`src/rtl/uart_tx_fifo.sv`:
```
// UART transmitter fed by a word FIFO. Bus writes to TX_ADDR queue whole
// words. The engine sends each word as WORD_W/8 byte frames, least
// significant byte first, with optional parity and 1 or 2 stop bits.
//
// state     | meaning
// ----------+-----------------------------------------------------------
// ST_IDLE   | line high; pops the head word whenever the FIFO is non-empty
// ST_START  | start bit (low) for BAUD_DIV cycles
// ST_DATA   | 8 data bits of the current byte, LSB first
// ST_PARITY | parity of the current byte (only when PARITY_EN)
// ST_STOP   | STOP_BITS stop bits; next byte starts at once, or back to idle
module uart_tx_fifo #(
   parameter int          WORD_W     = 32,
   parameter int          DEPTH      = 8,
   parameter int          BAUD_DIV   = 868,
   parameter int          PARITY_EN  = 0,
   parameter int          PARITY_ODD = 0,
   parameter int          STOP_BITS  = 1,
   parameter logic [31:0] TX_ADDR    = 32'hFFFF_FFFF
) (
   input  logic                         clk,
   input  logic                         reset,
   input  logic                         we,
   input  logic [31:0]                  address,
   input  logic [WORD_W-1:0]            dataIn,
   output logic                         serial,
   output logic                         full,
   output logic                         empty,
   output logic [$clog2(DEPTH+1)-1:0]   level,
   output logic                         busy,
   output logic                         overflow
);

   localparam int LVL_W  = $clog2(DEPTH+1);
   localparam int PTR_W  = $clog2(DEPTH);
   localparam int CNT_W  = $clog2(BAUD_DIV);
   localparam int NBYTES = WORD_W / 8;
   localparam int BYTE_W = (NBYTES > 1) ? $clog2(NBYTES) : 1;

   localparam logic [LVL_W-1:0]  DEPTH_L   = LVL_W'(DEPTH);
   localparam logic [CNT_W-1:0]  BAUD_LAST = CNT_W'(BAUD_DIV - 1);
   localparam logic [BYTE_W-1:0] LAST_BYTE = BYTE_W'(NBYTES - 1);
   localparam logic [2:0]        STOP_LAST = 3'(STOP_BITS - 1);
   localparam logic              PAR_ODD   = (PARITY_ODD != 0);

   typedef enum logic [2:0] {
      ST_IDLE,
      ST_START,
      ST_DATA,
      ST_PARITY,
      ST_STOP
   } state_t;

   // FIFO storage and bookkeeping
   logic [WORD_W-1:0] mem [DEPTH];
   logic [PTR_W-1:0]  wr_ptr_q, rd_ptr_q;
   logic [LVL_W-1:0]  count_q;
   logic              push_req, push_ok, pop;

   // engine registers and next-state values
   state_t            state_q, state_d;
   logic [CNT_W-1:0]  cnt_q, cnt_d;
   logic [2:0]        bit_q, bit_d;
   logic [BYTE_W-1:0] byte_q, byte_d;
   logic [WORD_W-1:0] shreg_q, shreg_d;
   logic [7:0]        cur_byte_d;
   logic              serial_d;
   logic              baud_wrap;

   assign full     = (count_q == DEPTH_L);
   assign empty    = (count_q == '0);
   assign level    = count_q;
   assign busy     = (state_q != ST_IDLE);

   // A full FIFO still takes a write on the edge where the engine pops.
   assign push_req = we && (address == TX_ADDR);
   assign push_ok  = push_req && (!full || pop);

   // FIFO data array, written only when a push is accepted
   always_ff @(posedge clk) begin
      if (push_ok) begin
         mem[wr_ptr_q] <= dataIn;
      end
   end

   // FIFO pointers, occupancy and sticky overflow flag
   always_ff @(posedge clk or negedge reset) begin
      if (!reset) begin
         wr_ptr_q <= '0;
         rd_ptr_q <= '0;
         count_q  <= '0;
         overflow <= 1'b0;
      end else begin
         if (push_ok) wr_ptr_q <= wr_ptr_q + 1'b1;
         if (pop)     rd_ptr_q <= rd_ptr_q + 1'b1;
         case ({push_ok, pop})
            2'b10:   count_q <= count_q + 1'b1;
            2'b01:   count_q <= count_q - 1'b1;
            default: count_q <= count_q;
         endcase
         if (push_req && full && !pop) overflow <= 1'b1;
      end
   end

   // Engine state register; serial is registered from the next-state value
   always_ff @(posedge clk or negedge reset) begin
      if (!reset) begin
         state_q <= ST_IDLE;
         cnt_q   <= '0;
         bit_q   <= '0;
         byte_q  <= '0;
         shreg_q <= '0;
         serial  <= 1'b1;
      end else begin
         state_q <= state_d;
         cnt_q   <= cnt_d;
         bit_q   <= bit_d;
         byte_q  <= byte_d;
         shreg_q <= shreg_d;
         serial  <= serial_d;
      end
   end

   // Engine next-state, pop request and line level
   always_comb begin
      state_d   = state_q;
      cnt_d     = cnt_q;
      bit_d     = bit_q;
      byte_d    = byte_q;
      shreg_d   = shreg_q;
      pop       = 1'b0;
      baud_wrap = (cnt_q == BAUD_LAST);

      case (state_q)
         ST_IDLE: begin
            if (!empty) begin
               pop     = 1'b1;
               shreg_d = mem[rd_ptr_q];
               byte_d  = '0;
               bit_d   = '0;
               cnt_d   = '0;
               state_d = ST_START;
            end
         end
         ST_START: begin
            if (baud_wrap) begin
               cnt_d   = '0;
               bit_d   = '0;
               state_d = ST_DATA;
            end else begin
               cnt_d = cnt_q + 1'b1;
            end
         end
         ST_DATA: begin
            if (baud_wrap) begin
               cnt_d = '0;
               if (bit_q == 3'd7) begin
                  bit_d   = '0;
                  state_d = (PARITY_EN != 0) ? ST_PARITY : ST_STOP;
               end else begin
                  bit_d = bit_q + 1'b1;
               end
            end else begin
               cnt_d = cnt_q + 1'b1;
            end
         end
         ST_PARITY: begin
            if (baud_wrap) begin
               cnt_d   = '0;
               bit_d   = '0;
               state_d = ST_STOP;
            end else begin
               cnt_d = cnt_q + 1'b1;
            end
         end
         ST_STOP: begin
            // bit_q doubles as the stop-bit counter here
            if (baud_wrap) begin
               cnt_d = '0;
               if (bit_q == STOP_LAST) begin
                  bit_d = '0;
                  if (byte_q == LAST_BYTE) begin
                     state_d = ST_IDLE;
                  end else begin
                     byte_d  = byte_q + 1'b1;
                     shreg_d = shreg_q >> 8;
                     state_d = ST_START;
                  end
               end else begin
                  bit_d = bit_q + 1'b1;
               end
            end else begin
               cnt_d = cnt_q + 1'b1;
            end
         end
         default: begin
            state_d = ST_IDLE;
         end
      endcase

      cur_byte_d = shreg_d[7:0];
      case (state_d)
         ST_START:  serial_d = 1'b0;
         ST_DATA:   serial_d = cur_byte_d[bit_d];
         ST_PARITY: serial_d = (^cur_byte_d) ^ PAR_ODD;
         default:   serial_d = 1'b1;
      endcase
   end

endmodule

```
`config.mk`:
```
export PLATFORM = sky130hd
export DESIGN_NAME = uart_tx_fifo
export DESIGN_NICKNAME = d
export VERILOG_FILES = /design/src/rtl/uart_tx_fifo.sv
export SDC_FILE = /design/constraint.sdc
export NUM_CORES = 1
export LEC_CHECK = 0
export ABC_AREA = 1
export BUFFER_PORTS_ARGS = -buffer_cell sky130_fd_sc_hd__buf_4
export CORE_ASPECT_RATIO = 1.2
export CORE_MARGIN = 2
export CORE_UTILIZATION = 40
export CTS_BUF_LIST = sky130_fd_sc_hd__clkbuf_16
export CTS_CLUSTER_SIZE = 28
export DETAILED_ROUTE_END_ITERATION = 12
export PLACE_DENSITY = 0.58
export SETUP_SLACK_MARGIN = 0.4
export SLEW_MARGIN = 20
export SYNTH_ARGS = -nofsm -noshare
export SYNTH_HDL_FRONTEND = slang
export SYNTH_SLANG_ARGS = --single-unit
```
`constraint.sdc`:
```
create_clock -name clk -period 4 [get_ports clk]
set_clock_uncertainty 0.15 [all_clocks]
set_input_delay 0.2 -clock clk [delete_from_list [all_inputs] [get_ports clk]]
set_output_delay 0.2 -clock clk [all_outputs]
set_load 0.05 [all_outputs]
```
Word-level counts from Yosys, hierarchy flattened --
Memories as Yosys holds them, arrays and structs flattened. Index checks and enable logic that the tools add are counted.
Word-level totals: register bits 62, RAM bits 256, logic and storage cells 94, memories kept 1
Memory list:
- mem | words 8, bits a word 32, rd ports 1, clocked after memory_dff 0, wr ports 1, RTL line 55 | logic [WORD_W-1:0] mem [DEPTH];
Operators by class: add/sub/neg operators 7, order comparisons 1, equal/unequal tests 18, mux-type cells 37, reductions and logical operators 19
Operator list (count):
- $mux W32 | 4
- $pmux W32 S2 | 1
- $mux W3 | 13
- $eq A32 B32 Y1 const B | 1
- $mux W10 | 2
- $pmux W10 S2 | 1
- $pmux W3 S5 | 1
- $eq A3 B2 Y1 const B | 4
- $pmux W3 S4 | 1
- $add A10 B1 Y10 const B | 1
- $eq A10 B10 Y1 const B | 1
- $add A3 B1 Y3 const B | 3
- $mux W2 | 4
- $ne A2 B2 Y1 const B | 4
- $pmux W4 S2 | 1
- $reduce_xor A8 Y1 | 1
- $eq A3 B1 Y1 const B | 2
- $eq A3 B3 Y1 const B | 2
- $logic_not A3 Y1 | 2
- $mux W1 | 6
- $reduce_bool A2 Y1 | 3
- $reduce_and A5 Y1 | 1
- $add A4 B1 Y4 const B | 1
- $eq A2 B2 Y1 const B | 2
- other kinds (16) | 20

Longest topological paths before layout --
depth in word-level cells 8, mapped depth 20

Least setup slack after synthesis --
No wires, ideal clock.
kind register to register, start point register count_q[0] (netlist: level[0]), end point memory mem[3][0], enable pin, library setup time 0.461 ns, data arrival time 3.899 ns, data required time 3.389 ns, setup slack -0.511 ns, stages on the path, launching flop included 7, path buffers 0, cells stage by stage dfrtp_1 > nor4_1 > nand2_1 > nand2_1 > nor2_1 > inv_1 > nor3_1
RTL lines:
- start: declaration | RTL line 57 | logic [LVL_W-1:0] count_q;
- start signal: assignment | RTL line 97 | 2'b10: count_q <= count_q + 1'b1;
- start signal: assignment | RTL line 98 | 2'b01: count_q <= count_q - 1'b1;
- start signal: assignment | RTL line 99 | default: count_q <= count_q;
- $eq A4 B4 Y1 | RTL line 70 | assign full = (count_q == DEPTH_L);
- named net full | RTL line 27 | output logic full,
- $logic_not A1 Y1 | RTL line 77 | assign push_ok = push_req && (!full || pop);
- $logic_or A1 B1 Y1 | RTL line 77
- $logic_and A1 B1 Y1 | RTL line 77
- $mux W1 | RTL line 81 | if (push_ok) begin
- $mux W1 (not written as such) | RTL line 82 | mem[wr_ptr_q] <= dataIn;
- end: declaration | RTL line 55
The timed path passes the listed nets, and every way through them passes these cells.

Final worst setup path --
start point input address[22], end point register count_q[3] (netlist: level[3])
Between the ends: word-level cells in the longest chain between the ends 5
RTL lines:
- start: declaration | RTL line 24 | input logic [31:0] address,
- $eq A32 B32 Y1 (*) | RTL line 76 | assign push_req = we && (address == TX_ADDR);
- $logic_and A1 B1 Y1 (*) | RTL line 76
- $logic_and A1 B1 Y1 (*) | RTL line 77
- $eq A2 B1 Y1 or $eq A2 B2 Y1 (tied branches) | RTL line 96 | case ({push_ok, pop})
- $pmux W4 S2 or $reduce_bool A2 Y1 (tied branches)
Every way passes the cells marked *; elsewhere a longest branch is shown, timed or not. A chain may end at the register's enable or synchronous reset.

==> metrics.md <==
| Metric | Value |
|---|---|
| Fmax | `0.301 GHz` |
| Initial antenna violation count | `0` |
| Final setup vio count | `0` |
| Post-Route Utilization | `0.478` |
| Final min period | `3.32 ns` |
| Cell Chain, Critical Path | `dlygate4sd3_1 -> buf_4 -> nand4_1 -> dlygate4sd3_1 -> nor3_1 -> dlygate4sd3_1 -> nand4_1 -> nand2_1 -> inv_1 -> ha_1 -> a21o_1 -> a21oi_1 -> o21ai_1 -> o21ai_0 -> xor2_1 -> inv_1` |
| Detail Placement HPWL | `~20000 um` |
| Post-route DRC | `0` |
| Post-route ant nets | `0` |
| Post-synth cell types | `51` |
| P per Cell Area | `410 mW/mm^2` |
| R2r startpoint | `bit_q[0]` |
| # clock sinks | `approximately 320` |
| Top FF cell, synth | `edfxtp_1` |
| Critical Path Max Stage Delay | `0.57 ns` |
| Clk_lat worst skew | `0.51 ns` |
| Worst Path Max Fanout | `4` |
| Worst Path Required | `4.25 ns` |
| DIE AREA | `0.0366 mm^2` |
| CP Launch Type | `primary input` |
| Synth area leader | `edfxtp_1` |
| Static Leakage | `6.27 nW` |
| Die Span Y | `209 um` |
| Hold path start | `address[31]` |
| H-Tree Level Count | `2` |
| Fin Setup TNS | `0 ns` |
| R2R Setup Slk | `between 1 and 1.5 ns` |
| GPL Wtd Cong | `0.830` |
| Gr usage total | `0.187` |
| Mapped Cells | `~1300` |
| WHS | `just under 0.02 ns` |
| Final hold vios | `0` |
| N_diodes | `0` |
| Vias | `9964` |
| Syn Nets | `1373` |
| Cell mode on critical path | `dlygate4sd3_1` |
| Clock root cell | `clkbuf_16` |
| Largest net degree at the start of global routing | `approximately 70` |
| Crit end category | `flip-flop` |
| RSZ-0062 raised after global routing | `no` |
| Initial DRC count | `721` |
| Site Rows | `75` |
| 1st-pass router iterations | `5` |
| Grt ovf | `0` |
| Avg Synthesized Cell Area | `between 10 and 15 um^2` |
| Final layout net count | `1480` |
| Commonest cells in the netlist | `256 x edfxtp_1, 228 x nand2_1, 174 x nor2_1` |
| Final wirelength | `34100 um` |
| Routed WL per cell | `around 18 um` |
| Hold Path Cell Cnt | `5` |
| Async set or reset register ratio after synthesis | `0.195` |
| Min-Delay Path Class | `primary input to flip-flop` |
| Worst vdd ir | `0.000326 V` |
| CTS Buf Count | `35` |
| Area growth syn-to-layout | `18.5%` |
| Setup slack at placement | `between 1 and 1.5 ns` |
| Max-Cap Viols | `0` |
| Warnings, synthesis | `0` |
| Synth Cell Area | `0.0140 mm^2` |
| Slew @ Worst Pin | `0.903 ns` |
| CTS tree | `built` |
| Reg2Reg Depth | `20` |
| Share of cells above drive strength 1 | `0.140` |
| CP max stage cell | `dlygate4sd3_1` |
| R2R Path End | `serial` |
| Critical Path AT | `3.57 ns` |
| Synth area leaders | `edfxtp_1 55%, dfrtp_1 11%, nand2_1 6.1%` |
| Vias in the first global route | `9887` |
| Top-count cell post-synth | `edfxtp_1` |
| Final worst slack | `0.677 ns` |
| Yosys reg bits | `318` |
| Global-route wire length before repair | `53600 um` |
| CTS Buffer Depth | `3` |
| Core area | `0.0347 mm^2` |
| Fin crit share | `0.831` |
| Fin. max-slew vios | `0` |
| Hold path endpoint | `wr_ptr_q[2]` |
| Slew HR | `0.398` |
| Avg Vias per Cell | `roughly 5.3` |
| Area fraction of the dominant cell type after synthesis | `0.549` |
| Number of setup buffers added after CTS | `0` |
| Fillers | `3127` |
| Number of port buffers | `75` |
| Starting Density | `0.404` |
| Die W | `about 170 um` |
| Design Power | `about 0.0068 W` |
| Worst-path clk slew | `0.06 ns` |
| Seq/Total Area, Yosys | `0.659` |
| Outcome | `finished clean` |
| Setup Crit Path Kind | `primary input to flip-flop` |
| Io pins | `76` |
| Post-synth EDFFs | `256` |
[cells in the final DEF, fill, tap and decap left out, types with 24 or more instances in the layout]
cell type and instances:
clkbuf_16 36, o22ai_1 24, dlygate4sd3_1 37, edfxtp_1 256
o221ai_1 46, buf_4 93, nand3_1 82, nor2_1 174
dfrtp_1 59, nand2_1 228, o21ai_0 137, inv_1 104
[worst max-delay path: cells and delay by family]
family / cells / cell delay (ns)
compound gates: 4 / 0.54
xor+xnor: 1 / 0.17
fa+ha+maj: 1 / 0.29
buf+inv: 6 / 1.91
simple gates: 4 / 0.47
[per-stage QoR]
stage,cell area (um^2),instances
2_1_floorplan,14100,1296
5_1_grt,16600,1892
6_report,16600,1892
3_3_place_gp,15100,1791
3_5_place_dp,15100,1791
4_1_cts,16600,1892
[worst max-delay path by stage]
stage / start / endpoint / slack, ns / cells after the start
6_report: address[22] / level[3] / 0.68 / 16
5_1_grt: address[22] / level[3] / 0.54 / 16
4_1_cts: address[22] / level[3] / 0.68 / 16
3_5_place_dp: rd_ptr_q[0] / serial / 1.20 / 17
3_3_place_gp: rd_ptr_q[0] / serial / 1.22 / 16
2_1_floorplan: level[0] / mem[1][0] / 0.61 / 6
[power by group]
group / switching (W) / internal (W) / total [W]
sequential: 0.000000000000970 / 0.00358 / 0.00358
combinational: 0.0000640 / 0.0000660 / 0.000130
clock: 0.00128 / 0.00183 / 0.00311
[area by class of cell]
type	count	area (um^2)	share of cell area
inverters	109	412	0.0248
clock buffers	36	901	0.0542
flip-flops and latches	318	9250	0.557
clock inverters	28	219	0.0132
multi-input cells	809	4180	0.252
well taps	462	578	0.0348
repair buffers	130	1070	0.0643
[kinds of logic after synthesis]
logic type | after synthesis | synth area share
adders and majority gates | 10 | 0.00946
xor gates and xnor gates | 8 | 0.00500
DFF | 318 | 0.659
AOI/OAI and AO/OA | 249 | 0.109
buffers and inverters | 169 | 0.0491
and+or+nand+nor | 541 | 0.167
muxes | 1 | 0.000803
[sequential cells by signal, summed over array words and instances, names as in the netlist]
| name | flops |
|---|---|
| wr_ptr_q | 3 |
| shreg_q | 32 |
| level | 4 |
| state_q | 3 |
| rd_ptr_q | 3 |
| bit_q | 3 |
| cnt_q | 10 |
| serial | 1 |
| mem | 256 |
| byte_q | 2 |
| overflow | 1 |
[routing by layer]
layer | up-vias | GRT usage | routed length [um]
li1 | 4781 | - | -
met1 | 4884 | 0.232 | 14500
met2 | 232 | 0.331 | 17200
met3 | 67 | 0.0295 | 1580
met4 | 0 | 0.0644 | 905
met5 | - | 0 | 0
[timing repair]
item	in CTS	in global routing
endpoints found under the hold margin	318	0
resized for setup	0	0
hold buffers	37	0
Note: power is estimated with default switching activity, not from simulation.
